## src/rtl/axis_fifo_rd_adapter_pkg.sv

```systemverilog
// Shared definitions for the AXI-Stream read adapter of async_fifo_core.
//   DEF_DATA_W : default word width (must match the FIFO core)
//   data_t     : word type at the default width
//   BUF_DEPTH  : entries in the output prefetch buffer
//   pkt_cnt_w  : width of the packet beat counter for a given packet length
package axis_fifo_pkg;

   localparam int unsigned DEF_DATA_W = 8;

   typedef logic [DEF_DATA_W-1:0] data_t;

   localparam int unsigned BUF_DEPTH = 2;

   // At least one bit, so PKT_LEN=1 still gets a legal (constant-zero) counter.
   function automatic int unsigned pkt_cnt_w(input int unsigned pkt_len);
      int unsigned w;
      w = $clog2(pkt_len);
      return (w == 0) ? 1 : w;
   endfunction

endpackage

```

## src/rtl/axis_fifo_rd_adapter_if.sv

```systemverilog
// AXI-Stream bundle used by the read adapter.
//   tvalid/tdata/tlast : driven by the master
//   tready             : driven by the slave
interface axis_fifo_rd_adapter_if
   import axis_fifo_pkg::*;
#(
   parameter int unsigned DATA_W = DEF_DATA_W
);

   logic              tvalid;
   logic              tready;
   logic [DATA_W-1:0] tdata;
   logic              tlast;

   modport master (output tvalid, output tdata, output tlast, input tready);
   modport slave  (input tvalid, input tdata, input tlast, output tready);

endinterface

```

## src/rtl/axis_fifo_rd_adapter_out_buf2.sv

```systemverilog
// Two-entry output buffer feeding the stream master.
//   i_clk, i_rst_n : clock, synchronous active-low reset
//   i_push         : write i_push_data at the tail
//   i_pop          : advance the head (ignored when empty)
//   o_head_data    : registered head entry
//   o_count        : occupancy, 0..2
module axis_out_buf2
   import axis_fifo_pkg::*;
#(
   parameter int unsigned DATA_W = DEF_DATA_W
) (
   input  logic              i_clk,
   input  logic              i_rst_n,
   input  logic              i_push,
   input  logic [DATA_W-1:0] i_push_data,
   input  logic              i_pop,
   output logic [DATA_W-1:0] o_head_data,
   output logic [1:0]        o_count
);

   logic [DATA_W-1:0] r_mem [BUF_DEPTH];
   logic              r_head;
   logic              r_tail;
   logic [1:0]        r_count;
   logic              w_pop;

   assign w_pop = i_pop & (r_count != 2'd0);

   always_ff @(posedge i_clk) begin
      if (!i_rst_n) begin
         r_mem   <= '{default: '0};
         r_head  <= 1'b0;
         r_tail  <= 1'b0;
         r_count <= 2'd0;
      end else begin
         if (i_push) begin
            r_mem[r_tail] <= i_push_data;
            r_tail        <= ~r_tail;
         end
         if (w_pop) begin
            r_head <= ~r_head;
         end
         // push+pop together leaves the occupancy unchanged
         case ({i_push, w_pop})
            2'b10:   r_count <= r_count + 2'd1;
            2'b01:   r_count <= r_count - 2'd1;
            default: r_count <= r_count;
         endcase
      end
   end

   assign o_head_data = r_mem[r_head];
   assign o_count     = r_count;

endmodule

```

## src/rtl/axis_fifo_rd_adapter.sv

```systemverilog
// Read-side consumer of async_fifo_core: turns the FIFO ren/rdata/empty port
// into an AXI-Stream master with a 2-entry prefetch buffer.
//   rclk, rrst     : read clock, synchronous active-low reset
//   fifo_ren       : read enable to the FIFO (data returns one cycle later)
//   fifo_rdata     : FIFO read data
//   fifo_empty     : FIFO empty flag
//   m_axis         : stream master (tvalid/tready/tdata/tlast)
//   beat_cnt       : handshaked beats since reset, wrapping
module axis_fifo_rd_adapter
   import axis_fifo_pkg::*;
#(
   parameter int unsigned DATA_W  = DEF_DATA_W,
   parameter int unsigned PKT_LEN = 16
) (
   input  logic                     rclk,
   input  logic                     rrst,
   output logic                     fifo_ren,
   input  logic [DATA_W-1:0]        fifo_rdata,
   input  logic                     fifo_empty,
   axis_fifo_rd_adapter_if.master   m_axis,
   output logic [15:0]              beat_cnt
);

   logic              r_inflight;
   logic [15:0]       r_beat_cnt;
   logic [1:0]        w_count;
   logic [DATA_W-1:0] w_head;
   logic              w_tvalid;
   logic              w_tlast;
   logic              w_pop;
   logic              w_ren;
   logic [2:0]        w_level;

   assign w_tvalid = (w_count != 2'd0);
   assign w_pop    = w_tvalid & m_axis.tready;

   // Projected occupancy after this edge, counting the word already in flight.
   assign w_level  = {1'b0, w_count} + {2'b00, r_inflight} - {2'b00, w_pop};
   assign w_ren    = rrst & ~fifo_empty & (w_level < 3'd2);

   always_ff @(posedge rclk) begin
      if (!rrst) begin
         r_inflight <= 1'b0;
         r_beat_cnt <= '0;
      end else begin
         r_inflight <= w_ren;
         if (w_pop) begin
            r_beat_cnt <= r_beat_cnt + 16'd1;
         end
      end
   end

   axis_out_buf2 #(
      .DATA_W (DATA_W)
   ) u_buf (
      .i_clk       (rclk),
      .i_rst_n     (rrst),
      .i_push      (r_inflight),
      .i_push_data (fifo_rdata),
      .i_pop       (w_pop),
      .o_head_data (w_head),
      .o_count     (w_count)
   );

   generate
      if (PKT_LEN == 0) begin : g_no_last
         assign w_tlast = 1'b0;
      end else begin : g_last
         localparam int unsigned PW = pkt_cnt_w(PKT_LEN);
         localparam logic [PW-1:0] LAST = PW'(PKT_LEN - 1);

         logic [PW-1:0] r_pcnt;

         always_ff @(posedge rclk) begin
            if (!rrst) begin
               r_pcnt <= '0;
            end else if (w_pop) begin
               r_pcnt <= (r_pcnt == LAST) ? '0 : r_pcnt + PW'(1);
            end
         end

         assign w_tlast = w_tvalid & (r_pcnt == LAST);
      end
   endgenerate

   assign fifo_ren      = w_ren;
   assign m_axis.tvalid = w_tvalid;
   assign m_axis.tdata  = w_head;
   assign m_axis.tlast  = w_tlast;
   assign beat_cnt      = r_beat_cnt;

endmodule
```

## src/flat_wrapper.sv

```systemverilog
// flat-port wrapper written by rule: the top's interface ports become plain ports
module axis_fifo_rd_adapter_flat import axis_fifo_pkg::*;
#(
   parameter int unsigned DATA_W  = DEF_DATA_W,
   parameter int unsigned PKT_LEN = 16
)
  (rclk, rrst, fifo_ren, fifo_rdata, fifo_empty, beat_cnt, m_axis_tvalid, m_axis_tdata, m_axis_tlast, m_axis_tready);
  axis_fifo_rd_adapter_if #(.DATA_W(DATA_W)) m_axis_i ();
  input  logic rclk;
  input  logic rrst;
  output logic fifo_ren;
  input  logic [DATA_W-1:0] fifo_rdata;
  input  logic fifo_empty;
  output logic [15:0] beat_cnt;
  output wire logic [$bits(m_axis_i.tvalid)-1:0] m_axis_tvalid;
  output wire logic [$bits(m_axis_i.tdata)-1:0] m_axis_tdata;
  output wire logic [$bits(m_axis_i.tlast)-1:0] m_axis_tlast;
  input wire logic [$bits(m_axis_i.tready)-1:0] m_axis_tready;
  assign m_axis_tvalid = m_axis_i.tvalid;
  assign m_axis_tdata = m_axis_i.tdata;
  assign m_axis_tlast = m_axis_i.tlast;
  assign m_axis_i.tready = m_axis_tready;
  axis_fifo_rd_adapter #(.DATA_W(DATA_W), .PKT_LEN(PKT_LEN)) u_core (.rclk(rclk), .rrst(rrst), .fifo_ren(fifo_ren), .fifo_rdata(fifo_rdata), .fifo_empty(fifo_empty), .m_axis(m_axis_i), .beat_cnt(beat_cnt));
endmodule
```

## config.mk

```make
export PLATFORM = sky130hd
export DESIGN_NAME = axis_fifo_rd_adapter_flat
export DESIGN_NICKNAME = d
export VERILOG_FILES = /design/src/rtl/axis_fifo_rd_adapter_pkg.sv /design/src/rtl/axis_fifo_rd_adapter_if.sv /design/src/rtl/axis_fifo_rd_adapter_out_buf2.sv /design/src/rtl/axis_fifo_rd_adapter.sv /design/src/flat_wrapper.sv
export SDC_FILE = /design/constraint.sdc
export NUM_CORES = 1
export LEC_CHECK = 0
export ABC_CLOCK_PERIOD_IN_PS = 3000
export CELL_PAD_IN_SITES_DETAIL_PLACEMENT = 1
export CELL_PAD_IN_SITES_GLOBAL_PLACEMENT = 1
export CORE_MARGIN = 1.5
export CORE_UTILIZATION = 35
export DETAILED_ROUTE_END_ITERATION = 8
export GPL_TIMING_DRIVEN = 0
export PLACE_DENSITY_LB_ADDON = 0.1
export SLEW_MARGIN = 20
export SYNTH_ARGS = -nofsm -noshare
export SYNTH_HDL_FRONTEND = slang
export SYNTH_HIERARCHICAL = 1
export SYNTH_SLANG_ARGS = --single-unit
```

## constraint.sdc

```tcl
create_clock -name rclk -period 3 [get_ports rclk]
set_clock_uncertainty 0.15 [all_clocks]
set_input_delay 0.45 -clock rclk [delete_from_list [all_inputs] [get_ports rclk]]
set_output_delay 0.45 -clock rclk [all_outputs]
set_load 0.05 [all_outputs]
```

==> metrics.yaml <==
run_status:
  status: "finished clean"
worst_setup_path:
  critPathLaunchType: "input pin"
  path_cells: "clkdlybuf4s15_1 -> o21ai_4 -> inv_4 -> ha_1 -> nand2b_1 -> fa_1 -> xor2_1 -> nor3_4 -> buf_6"
  critPathArrivalTime_ns: 2.29
  r2r_cells: 7
  cp-end-kind: "output pin"
  path_class: "input pin to output pin"
  critPathSlowestCell: "fa_1"
  reg2reg_from: "u_core/u_buf/o_count[0]"
  critPathMaxStageDelay_ns: 0.37
  worstPathMaxFanout: 7
  rr_endpoint: "u_core/r_inflight"
  crit_required_ns: 2.40
  rrSetupSlack_ns: 0.91
finish:
  nNetsFinal: 286
  num_antenna_cells: 0
  layout-drive-gt1-share: 0.141
  seqCellArea_sq_um: 828
  multi_input_area_sq_mm: 0.00104
  stdcell_area_sq_mm: 0.00254
  fillerInstances: 620
  area_growth_pct: 33.8
route:
  wl_um: 4590
  vias_per_cell: 4.93
  wire_per_inst_um: 13.6
  ant_nets: 0
  drt_iter0_markers: 57
  vias: 1671
  drcViolationCount: 0
  dr.pass1.iters: 4
global_routing:
  gr-max-usage-layer: "met2"
  grt_pass1_vias: 1714
  track_usage: 0.171
  grt_pass1_wl_um: 8130
  antenna_found_initial: 0
  grt_util_met3: 0.0443
  overflow: 0
  grt_use_met1: 0.205
  gr-usage-met2: 0.300
  grt_max_degree: 12
logic_synthesis:
  synth-simple-area-share: 0.242
  ys_top_cells_by_count: "41 x dfxtp_1, 39 x nand2_1, 18 x a21boi_1, 15 x nand3_1, 15 x nor2_1"
  synth_compound_area_frac: 0.132
  synth_top_cell_by_area: "dfxtp_1"
  ys_warn_count: 6
  synth_most_common_cell: "dfxtp_1"
  synth_area_leaders: "dfxtp_1 43%, nand2_1 7.7%, a21boi_1 7.1%"
  synth_top_area_share: 0.433
  yosys.area_share.xor_xnor: 0.0693
  synth_nets: 234
  ys_ff_latch: 41
  synth_top_family_by_area: "simple AND/OR/NAND/NOR gates"
  synthCells: 217
  muxShareOfSynthArea: 0.0581
  ys_types: 35
  ys_seq_area_frac: 0.433
  synth_edf_count: 0
  syn_avg_cell_area_sq_um: 8.74
  synth-main-ff-cell: "dfxtp_1"
  synth-adder-area-share: 0.0370
  async_flop_share: 0
  synth_area_sq_mm: 0.00190
place:
  numPortBuffers: 38
  place_area_sq_mm: 0.00238
  hpwlAfterDp_um: 3320
  preCtsSetupSlack_ns: -1.10
  routabilityCongestion: 0.743
die:
  num_rows: 26
  coreArea_sq_mm: 0.00517
  die_h_um: 76.6
  start_util: 0.366
  io_pins: 39
  fp.dieW_um: 76.6
  dieArea_sq_mm: 0.00587
clocking:
  cts_hold_buf: 0
  cts_buffer_depth: 2
  cts_tree: "built"
  h-tree-depth: 2
  clk_pin_slew_ns: 0.07
  ctsRootBufferMaster: "clkbuf_8"
  worstSkewPairLatency_ns: 0.29
  cts_made_buffers: 5
  cts_sinks: 41
power:
  power_density_mw_per_mm2: 585
  power.internal_mw: 0.976
  power.total_mw: 1.48
  pwr-share-seq: 0.428
  power_frac_clock: 0.243
  net-switching-power_mw: 0.507
  ir_worst_vdd_mv: 0.265
  swShare: 0.342
  power_frac_comb: 0.330
  p_leak_nw: 0.899
sta:
  period_share: 0.963
  post-route-min-period_ns: 2.89
  worst_slack_ns: 0.110
  worst_pin_slew_ns: 0.502
  final-setup-viol-count: 0
  final_hold_viol_count: 0
  max_freq_mhz: 346
  maxSlewHeadroom: 0.664
  report.final.slew_viol_count: 0
run:
  drv_cap: 0
worst_hold_path:
  hp-class: "flip-flop to flip-flop"
  timing.hold.worst.start: "u_core/u_buf/r_mem[14]"
  holdPathStages: 2
  min_to: "u_core/u_buf/r_mem[14]"
[worst max-delay path, delay by kind of cell]
family	cells	cell delay [ns]
AND/OR/NAND/NOR	2	0.36
AO/OA/AOI/OAI	1	0.13
XOR/XNOR	1	0.19
buffers and inverters	3	0.52
adder cells (fa/ha/maj)	2	0.64
[power by group through the flow]
stage                     clock, mW  sequential, mW  combinational, mW
final                         0.360           0.634              0.489
after global routing          0.404           0.642              0.533
after CTS                     0.381           0.639              0.455
after detailed placement          0           0.648              0.441
after global placement            0           0.645              0.437
after floorplan                   0           0.650              0.299
[placed cells by master, fill, tap and decap left out, types with 2 or more instances in the layout]
cell	count
mux2i_1	2
xnor2_1	10
mux2_2	8
clkdlybuf4s50_1	36
nor4_1	2
clkbuf_8	6
ha_1	4
dfxtp_4	2
or2_2	2
nand2_1	39
nor2b_1	2
buf_2	5
nand2b_1	4
buf_4	7
nor3_1	4
xor2_1	5
clkbuf_1	4
a21boi_1	18
nand4_1	2
a21oi_1	8
inv_1	3
or3_1	5
dfxtp_1	39
o21ai_0	5
nand3_1	15
nor2_1	15
[flip-flops by register name, indices dropped and copies added (netlist names)]
name	flops
u_core/beat_cnt	16
u_core/g_last.r_pcnt	4
u_core/r_inflight	1
u_core/u_buf/r_head	1
u_core/u_buf/o_count	2
u_core/u_buf/r_mem	16
u_core/u_buf/r_tail	1
[metal layers]
layer	vias to the layer above	wire length, um	part of all wire
met5	-	0	0
met4	0	55	0.012
met3	7	185	0.040
met2	35	2270	0.49
met1	786	2080	0.45
li1	843	-	-
[metrics by stage]
step,setup TNS [ns],utilization,std cells,hold WS [ns]
after floorplan,0,-,217,0.282
after global placement,-1.05,0.460,325,0.292
after detailed placement,-1.10,0.460,325,0.297
after CTS,0,0.480,333,0.308
after global routing,-0.00146,0.490,339,0.324
final,0,0.490,339,0.305
[how the worst max path moves through the flow]
stage | depth (start not counted) | to | start | slack [ns]
global placement | 9 | fifo_ren | m_axis_tready | -1.05
detailed placement | 9 | fifo_ren | m_axis_tready | -1.10
CTS | 8 | fifo_ren | u_core/u_buf/o_count[1] | 0.02
global route | 8 | fifo_ren | u_core/u_buf/o_count[0] | -0.001
floorplan | 7 | fifo_ren | u_core/u_buf/o_count[0] | 0.08
finish | 9 | fifo_ren | m_axis_tready | 0.11
[cell type report]
class / instances / area share
clock buffers: 7 / 0.0340
inverters: 5 / 0.00839
well taps: 70 / 0.0345
multi-input cells: 163 / 0.411
plain buffers: 8 / 0.0143
repair buffers: 45 / 0.171
flip-flops and latches: 41 / 0.327
[cell families (layout without fill, tap and decap cells)]
logic type	Yosys count	in the layout
AO/OA/AOI/OAI	37	37
AND/OR/NAND/NOR	96	96
buffers and inverters	13	65
multiplexers	10	10
flip-flops	41	41
XOR/XNOR	15	15
adder cells (fa/ha/maj)	5	5
[repair_timing]
item                                    CTS  global route
pin swaps                                 1             1
resized for setup                        12             4
hold endpoints to repair                  0             0
endpoints found under the setup margin    1             1
setup buffers                             1             6
Note: power is estimated with default switching activity, not from simulation.
